**config.mk**
```make
export PLATFORM = sky130hd
export DESIGN_NAME = pwm_bank_shadowed
export DESIGN_NICKNAME = d
export VERILOG_FILES = /design/src/rtl/pwm_bank_shadowed.sv
export SDC_FILE = /design/constraint.sdc
export NUM_CORES = 1
export LEC_CHECK = 0
export CAP_MARGIN = 20
export CORE_MARGIN = 10
export CORE_UTILIZATION = 56
export CTS_CLUSTER_SIZE = 12
export DETAILED_ROUTE_END_ITERATION = 6
export GPL_ROUTABILITY_DRIVEN = 0
export PLACE_DENSITY_LB_ADDON = 0.15
export REMOVE_ABC_BUFFERS = 1
export SLEW_MARGIN = 20
export SYNTH_ARGS = -nofsm -noshare
export SYNTH_HDL_FRONTEND = slang
export SYNTH_SLANG_ARGS = --single-unit
```
**constraint.sdc**
```tcl
create_clock -name clk -period 2.62 [get_ports clk]
set_clock_uncertainty 0.1 [all_clocks]
set_input_delay 0.655 -clock clk [delete_from_list [all_inputs] [get_ports clk]]
set_output_delay 0.655 -clock clk [all_outputs]
set_load 0.05 [all_outputs]
```
**src/rtl/pwm_bank_shadowed.sv**
```systemverilog
// Multi-channel PWM bank with shadowed top/duty registers that load together at a period boundary.
// Optional up/down (centre-aligned) counting is built only when PWM_CENTER_ALIGN_EN is defined.
module pwm_bank_shadowed #(
    parameter int NUM_CH  = 16,
    parameter int PRESC_W = 4
) (
    input  logic              clk,
    input  logic              rst_n,
    input  logic              wr_en,
    input  logic [6:0]        wr_addr,
    input  logic [7:0]        wr_data,
    output logic [NUM_CH-1:0] out,
    output logic              period_tick
);

    localparam int NB = NUM_CH / 8;
    localparam logic [PRESC_W-1:0] PRE_ONE = PRESC_W'(1);

    logic [NUM_CH-1:0]  en_out_q, en_out_d;
    logic [NUM_CH-1:0]  en_pwm_q, en_pwm_d;
    logic [PRESC_W-1:0] presc_q, presc_d;
    logic [PRESC_W-1:0] pre_cnt_q, pre_cnt_d;
    logic [7:0]         top_sh_q, top_sh_d;
    logic [7:0]         top_act_q;
    logic [7:0]         cnt_q, cnt_d;
    logic [7:0]         duty_sh_q  [NUM_CH];
    logic [7:0]         duty_sh_d  [NUM_CH];
    logic [7:0]         duty_act_q [NUM_CH];
    logic [NUM_CH-1:0]  out_q, out_d;
    logic               adv;
    logic               boundary;

`ifdef PWM_CENTER_ALIGN_EN
    logic mode_sh_q, mode_sh_d;
    logic mode_act_q;
    logic dir_q, dir_d;
`endif

    // NOTE: every combinational output gets a default first so no path can infer a latch.
    always_comb begin
        en_out_d  = en_out_q;
        en_pwm_d  = en_pwm_q;
        presc_d   = presc_q;
        top_sh_d  = top_sh_q;
        duty_sh_d = duty_sh_q;
`ifdef PWM_CENTER_ALIGN_EN
        mode_sh_d = mode_sh_q;
`endif
        if (wr_en) begin
            for (int k = 0; k < NB; k++) begin
                if (wr_addr == 7'(k))     en_out_d[8*k +: 8] = wr_data;
                if (wr_addr == 7'(4 + k)) en_pwm_d[8*k +: 8] = wr_data;
            end
            if (wr_addr == 7'h08) presc_d  = wr_data[PRESC_W-1:0];
            if (wr_addr == 7'h09) top_sh_d = wr_data;
`ifdef PWM_CENTER_ALIGN_EN
            if (wr_addr == 7'h0A) mode_sh_d = wr_data[0];
`endif
            for (int c = 0; c < NUM_CH; c++) begin
                if (wr_addr == 7'(16 + c)) duty_sh_d[c] = wr_data;
            end
        end
    end

    // A prescale shrunk below the running count still advances on the next cycle.
    always_comb begin
        adv       = (pre_cnt_q >= presc_q);
        pre_cnt_d = adv ? '0 : pre_cnt_q + PRE_ONE;
    end

    always_comb begin
        cnt_d    = cnt_q;
        boundary = 1'b0;
`ifdef PWM_CENTER_ALIGN_EN
        dir_d    = dir_q;
        if (adv && mode_act_q) begin
            if (top_act_q == 8'd0) begin
                boundary = 1'b1;
            end else if (dir_q || (cnt_q == top_act_q)) begin
                cnt_d    = cnt_q - 8'd1;
                dir_d    = (cnt_q != 8'd1);
                boundary = (cnt_q == 8'd1);
            end else begin
                cnt_d = cnt_q + 8'd1;
            end
        end else if (adv) begin
            boundary = (cnt_q == top_act_q);
            cnt_d    = boundary ? 8'd0 : cnt_q + 8'd1;
        end
`else
        if (adv) begin
            boundary = (cnt_q == top_act_q);
            cnt_d    = boundary ? 8'd0 : cnt_q + 8'd1;
        end
`endif
    end

    // Enables use their post-write value so they reach the pins one clock after the strobe.
    always_comb begin
        out_d = '0;
        for (int c = 0; c < NUM_CH; c++) begin
            out_d[c] = en_out_d[c] & (~en_pwm_d[c] | (cnt_q < duty_act_q[c]));
        end
    end

    // NOTE: state registers use non-blocking assignments so all flops update from pre-edge values.
    always_ff @(posedge clk or negedge rst_n) begin
        if (!rst_n) begin
            en_out_q  <= '0;
            en_pwm_q  <= '0;
            presc_q   <= '0;
            pre_cnt_q <= '0;
            top_sh_q  <= 8'hFF;
            top_act_q <= 8'hFF;
            cnt_q     <= '0;
            out_q     <= '0;
            // NOTE: the duty arrays are plain flops with defined reset values, not RAM, so they are reset.
            for (int c = 0; c < NUM_CH; c++) begin
                duty_sh_q[c]  <= '0;
                duty_act_q[c] <= '0;
            end
`ifdef PWM_CENTER_ALIGN_EN
            mode_sh_q  <= 1'b0;
            mode_act_q <= 1'b0;
            dir_q      <= 1'b0;
`endif
        end else begin
            en_out_q  <= en_out_d;
            en_pwm_q  <= en_pwm_d;
            presc_q   <= presc_d;
            pre_cnt_q <= pre_cnt_d;
            top_sh_q  <= top_sh_d;
            cnt_q     <= cnt_d;
            out_q     <= out_d;
            for (int c = 0; c < NUM_CH; c++) begin
                duty_sh_q[c] <= duty_sh_d[c];
            end
`ifdef PWM_CENTER_ALIGN_EN
            mode_sh_q <= mode_sh_d;
            dir_q     <= dir_d;
            if (boundary) mode_act_q <= mode_sh_q;
`endif
            if (boundary) begin
                top_act_q <= top_sh_q;
                for (int c = 0; c < NUM_CH; c++) begin
                    duty_act_q[c] <= duty_sh_q[c];
                end
            end
        end
    end

    assign out         = out_q;
    assign period_tick = boundary;

endmodule

```
After elaboration in Yosys (flattened, before gate mapping)
Cells that the tools add are included.

Register bits after elaboration: 336. Input bits: 18. Output and inout port bits: 17.

Add/subtract/negate cells: 2. $lt $le $gt $ge: 17. Equal/unequal tests: 22. Mux-type cells: 9. Bitwise operators: 48. Reductions and logical operators: 19.

Operators by type and width (count): $lt 8x8->1 (16); $eq 7x5->1 const B (16); $mux 8 (5); $reduce_and 2->1 (18); $mux 16 (2); $and 1x1->1 (16); $not 1->1 (16); $or 1x1->1 (16); $eq 7x3->1 const B (2); $eq 7x4->1 const B (2); $add 8x1->8 const B (1); $eq 8x8->1 (1); $eq 7x1->1 const B (1); $logic_not 7->1 (1); $add 4x1->4 const B (1); $ge 4x4->1 (1); $mux 4 (1); $mux 1 (1).

Depth between registers and ports, before layout
Depth after elaboration: 6. Gate-level depth with buffers: 9. Gate-level depth less buffers: 7.

Worst setup path before layout
Ideal clock, no wire load.

Path kind: register to output. From: register cnt_q[6]. To: output port period_tick. Arrival time: 1.905 ns. Required time: 1.865 ns. Setup slack: -0.040 ns. Cell stages (with the launch flop): 6. Path buffers: 2. Path through: dfrtp_1 -> xnor2_1 -> nand4_1 -> nor4_4 -> buf_6 -> buf_4.

Word-level cells in the longest chain between the ends: 2.

Ends and longest elaborated chain: from (decl) (line 25) `logic [7:0] cnt_q, cnt_d;`; from (signal assigned) (line 133) `cnt_q <= cnt_d;`; $eq 8x8->1 (line 92) `boundary = (cnt_q == top_act_q);`; $mux 1 (line 91) `if (adv) begin`; to (decl) (line 13) `output logic period_tick`.

No other way between the ends.

Worst setup path after layout
From: register top_act_q[3]. To: output port period_tick.

Word-level cells in the longest chain between the ends: 2.

Ends and longest elaborated chain: from (decl) (line 24) `logic [7:0] top_act_q;`; from (signal assigned) (line 144) `top_act_q <= top_sh_q;`; $eq 8x8->1 (line 92); $mux 1 (line 91).

No other way between the ends.

==> results.md <==
Layout:
- The finished cells cover 0.0180 mm2.
- The number of antenna diodes in the final layout is 0.
- Once layout is complete, the cells apart from fillers number 1787.
- The final layout net count is 1521.
- The share of cells above drive strength 1 is 0.248.
- The relative area change from synthesis to final layout is 14.8%.

Critical path:
- Traced cell by cell, the critical path runs through xnor2_1 -> nand4_1 -> nor4_4 -> buf_12 -> buf_12.
- The kind of start point of the critical path is a register.
- In this run the number of cells on the critical path is 5.
- The slowest library cell on the worst path is sky130_fd_sc_hd__dfstp_2.
- Data on the critical path is required at its endpoint by 1870 ps.
- The worst path buffer plus inverter count is 2.
- The largest single stage delay on the critical path is 540 ps.
- The critical path in this run is classified as reg -> out.
- STA classifies the critical path endpoint as an output port.
- STA puts the critical path data arrival time at 2090 ps.
- In this run the worst path has a maximum fanout of 2.
- Among cell families on the critical path, the largest total delay comes from simple AND/OR/NAND/NOR gates.
- The cell seen most often among critical-path stages is sky130_fd_sc_hd__buf_12.
- The number of cells traversed by the worst register-to-register path is 7.

GRT:
- The number of antenna violations at the first check in global routing is 3.
- Entering global routing, the biggest net connects 133 pins.
- The via count of the first global-routing pass is 10368.
- The overall track demand over capacity in global routing is 0.201.
- The first global-routing pass estimated 56.3 mm of wire.
- The total congestion overflow after global routing is 0.

STA:
- The number of slew-limit violations in the final report came to 0.
- The setup-violating endpoint count in the final report is 1.
- The number of hold-slack violations in the final timing report is 0.
- Setup repair after global routing could not meet its margin everywhere.
- The post-route minimum period is 2850 ps.
- The final-layout worst hold slack is 371 ps.
- The part of the cycle the worst path needs is 1.09.
- Once routing completed, OpenROAD measured the worst setup slack at -226 ps.
- The transition time at the pin with the least slew margin is 569 ps.
- Measured against its own limit, the worst slew margin works out to 0.611.
- The maximum frequency from static timing analysis is 0.351 GHz.

Place:
- Including well taps, the total number of placed cells is 1719.
- The total of buffers placed on input and output ports is 34.
- The placed instances occupy a cell area of 0.0168 mm2.
- Before CTS, the worst setup slack after placement is -165 ps.
- The sum of net half-perimeters after detailed placement is 21.2 mm.

Floorplanning:
- The die is 187 um tall.
- The die boundary width is 187 um.
- The total die area is 0.0350 mm2.
- 35 I/O pins were placed.
- The core region is 0.0277 mm2.
- The initial core utilization is 0.565.
- The number of placement rows is 61.

Routing:
- The final layout contains routed wiring with a total length of 35.2 mm.
- The total length of routed met3 wires is 1.48 mm.
- The first detailed-routing pass ran for 5 iterations.
- The via density per instance is 5.61.
- The wire length on met2 is 16.4 mm.
- For this block, the initial DRC count from the detailed router was 652.
- The highest routed metal layer is met5.
- The number of remaining DRC errors is 0.
- The routed length per instance is 19.7 um.
- Across all layers, the routed design uses 10023 vias.
- The routed length on met1 is 16.6 mm.
- The number of antenna-violating nets in the routed design is 0.

Logic synthesis:
- The post-synth design cell area is 0.0156 mm2.
- The share of synthesized area in the top cell type comes to 0.512.
- A synthesized cell averages 12.1 um2.
- Yosys attributes the largest share of cell area to sky130_fd_sc_hd__dfrtp_1 51%, sky130_fd_sc_hd__mux2_2 14%, sky130_fd_sc_hd__ha_1 9.4%.
- Sorting the synthesized cells by how often they occur yields 320 x sky130_fd_sc_hd__dfrtp_1, 196 x sky130_fd_sc_hd__mux2_2, 121 x sky130_fd_sc_hd__nand2_1.
- Counting every instance in the synthesized netlist gives 1298.
- The synthesized design contains 0 enable-type register cells.
- The proportion of register bits with asynchronous set or reset after synthesis is 1.00.
- The number of warnings issued by yosys is 0.
- For this run, the leading register cell type out of synthesis is sky130_fd_sc_hd__dfrtp_1.
- The number of library cell types mapped by synthesis is 47.
- By instance count, the leading cell after synthesis is sky130_fd_sc_hd__dfrtp_1.
- The synthesized flop and latch total is 336.
- The sequential area share after synthesis is 0.539.
- The largest area contributor in the synthesized netlist is sky130_fd_sc_hd__dfrtp_1.

Flow run:
- Max-cap violations in this run came to 0.

Status:
- The checks that failed: setup timing.
- The flow ran to the end, but the final reports show violations.

Power:
- The worst-case IR drop observed on VDD is 584 uV.
- Summed over all cells, the static leakage comes to 8.70 nW.
- After layout, the design draws a total of 16.9 mW.
- The power density of the placed cells is 943 mW/mm2.

Hold path:
- The worst hold path was traced through 2 stages.
- The class of the tightest hold or removal check is reg -> reg.

Clock network:
- In this run the clock root is driven by a sky130_fd_sc_hd__clkbuf_16.
- The clock reaches the later pin of the worst-skew pair after 510 ps.
- The number of clock buffers added by TritonCTS is 37.
- After clock tree synthesis, the clock-pin slew on the worst setup and hold paths is 60 ps.
- The maximum level of the CTS H-tree is 2.
- TritonCTS built the clock tree.
- The clock passes through at most 3 buffers.
- The tree built by TritonCTS fans out to 336 sinks.
-- cell usage in the layout, fill, tap and decap left out, types with 3 or more instances in the layout --
cell / synthesis / routed
sky130_fd_sc_hd__dfrtp_1: 320 / 320
sky130_fd_sc_hd__mux2_2: 196 / 196
sky130_fd_sc_hd__nand2_1: 121 / 121
sky130_fd_sc_hd__ha_1: 118 / 117
sky130_fd_sc_hd__inv_1: 116 / 115
sky130_fd_sc_hd__o21ai_0: 78 / 78
sky130_fd_sc_hd__buf_4: 4 / 49
sky130_fd_sc_hd__o21ai_1: 45 / 45
sky130_fd_sc_hd__clkbuf_16: 0 / 38
sky130_fd_sc_hd__clkdlybuf4s50_1: 0 / 32
sky130_fd_sc_hd__nor2_1: 24 / 24
sky130_fd_sc_hd__nand4_1: 20 / 20
sky130_fd_sc_hd__nand2b_1: 18 / 18
sky130_fd_sc_hd__o21a_1: 17 / 17
sky130_fd_sc_hd__a21oi_1: 17 / 17
sky130_fd_sc_hd__a2111oi_0: 16 / 16
sky130_fd_sc_hd__a21o_1: 16 / 16
sky130_fd_sc_hd__a41o_1: 16 / 16
sky130_fd_sc_hd__o31ai_1: 16 / 16
sky130_fd_sc_hd__dfstp_2: 16 / 16
sky130_fd_sc_hd__buf_12: 0 / 14
sky130_fd_sc_hd__clkbuf_1: 22 / 11
sky130_fd_sc_hd__xnor2_1: 9 / 9
sky130_fd_sc_hd__nor2b_1: 8 / 8
sky130_fd_sc_hd__nand3_1: 8 / 8
sky130_fd_sc_hd__a21boi_0: 8 / 8
sky130_fd_sc_hd__a21boi_1: 8 / 8
sky130_fd_sc_hd__clkbuf_8: 0 / 8
sky130_fd_sc_hd__clkinv_2: 0 / 7
sky130_fd_sc_hd__nor2_2: 4 / 4
sky130_fd_sc_hd__a22o_1: 4 / 4
sky130_fd_sc_hd__nor3_1: 3 / 3
sky130_fd_sc_hd__and3_1: 3 / 3
sky130_fd_sc_hd__nand2_2: 3 / 3
-- power by group --
part           switching (mW)  total, mW  internal, mW
combinational            3.35       5.65          2.30
sequential              0.326       6.50          6.18
clock                    1.98       4.80          2.82
-- metal layers --
layer / global-route usage / vias up
li1: - / 4719
met3: 0.0364 / 54
met5: 0 / -
met4: 0.0496 / 4
met2: 0.328 / 168
met1: 0.271 / 5078
-- state kept, by name, summed over array words and instances, names as in the netlist --
name,count
duty_act_q,128
duty_sh_q,128
en_out_q,16
en_pwm_q,16
out,16
cnt_q,8
top_act_q,8
top_sh_q,8
pre_cnt_q,4
presc_q,4
-- worst min-delay path, cell delays in order (launching register included) --
cell                      delay (ps)
sky130_fd_sc_hd__dfrtp_1         330
sky130_fd_sc_hd__nand2_1          40
sky130_fd_sc_hd__o21ai_0          60
-- logic make-up after synthesis --
kind of cell | synth area share
compound gates | 0.0997
buf+inv | 0.0486
fa+ha+maj | 0.0944
mux | 0.141
flops | 0.539
simple gates | 0.0718
xor+xnor | 0.00560
-- final cells by class --
class	instances	area [um2]
multi-input combinational	795	6470
inverter	116	435
clock inverter	7	35.0
tap	378	473
fill	2132	9740
timing repair buffer	99	1050
sequential	336	8430
clock buffer	56	1080
-- final timing paths --
kind | from | end | slack, ps
worst min register to register | duty_sh_q[118] | duty_act_q[118] | 370
worst min-delay path | duty_sh_q[118] | duty_act_q[118] | 370
max in group asynchronous | rst_n | duty_sh_q[110] | 1160
min in group asynchronous | rst_n | duty_act_q[75] | 450
worst max register to register | top_act_q[3] | duty_act_q[80] | 130
worst max-delay path | top_act_q[3] | period_tick | -230
-- through the flow --
stage	setup TNS, ps	utilization
4_1_cts	-265	0.647
5_1_grt	-326	0.648
3_5_place_dp	-6310	0.605
2_1_floorplan	-683540	-
6_report	-226	0.648
3_3_place_gp	-4040	0.605
-- repair_timing --
action / CTS / global route
endpoints found under the setup margin: 1 / 9
endpoints found under the hold margin: 9 / 0
setup buffers: 3 / 0
gates resized for setup: 0 / 3
hold buffers: 1 / 0
gates cloned: 0 / 1
pin swaps: 2 / 0
Power figures use the tool's default switching activity.
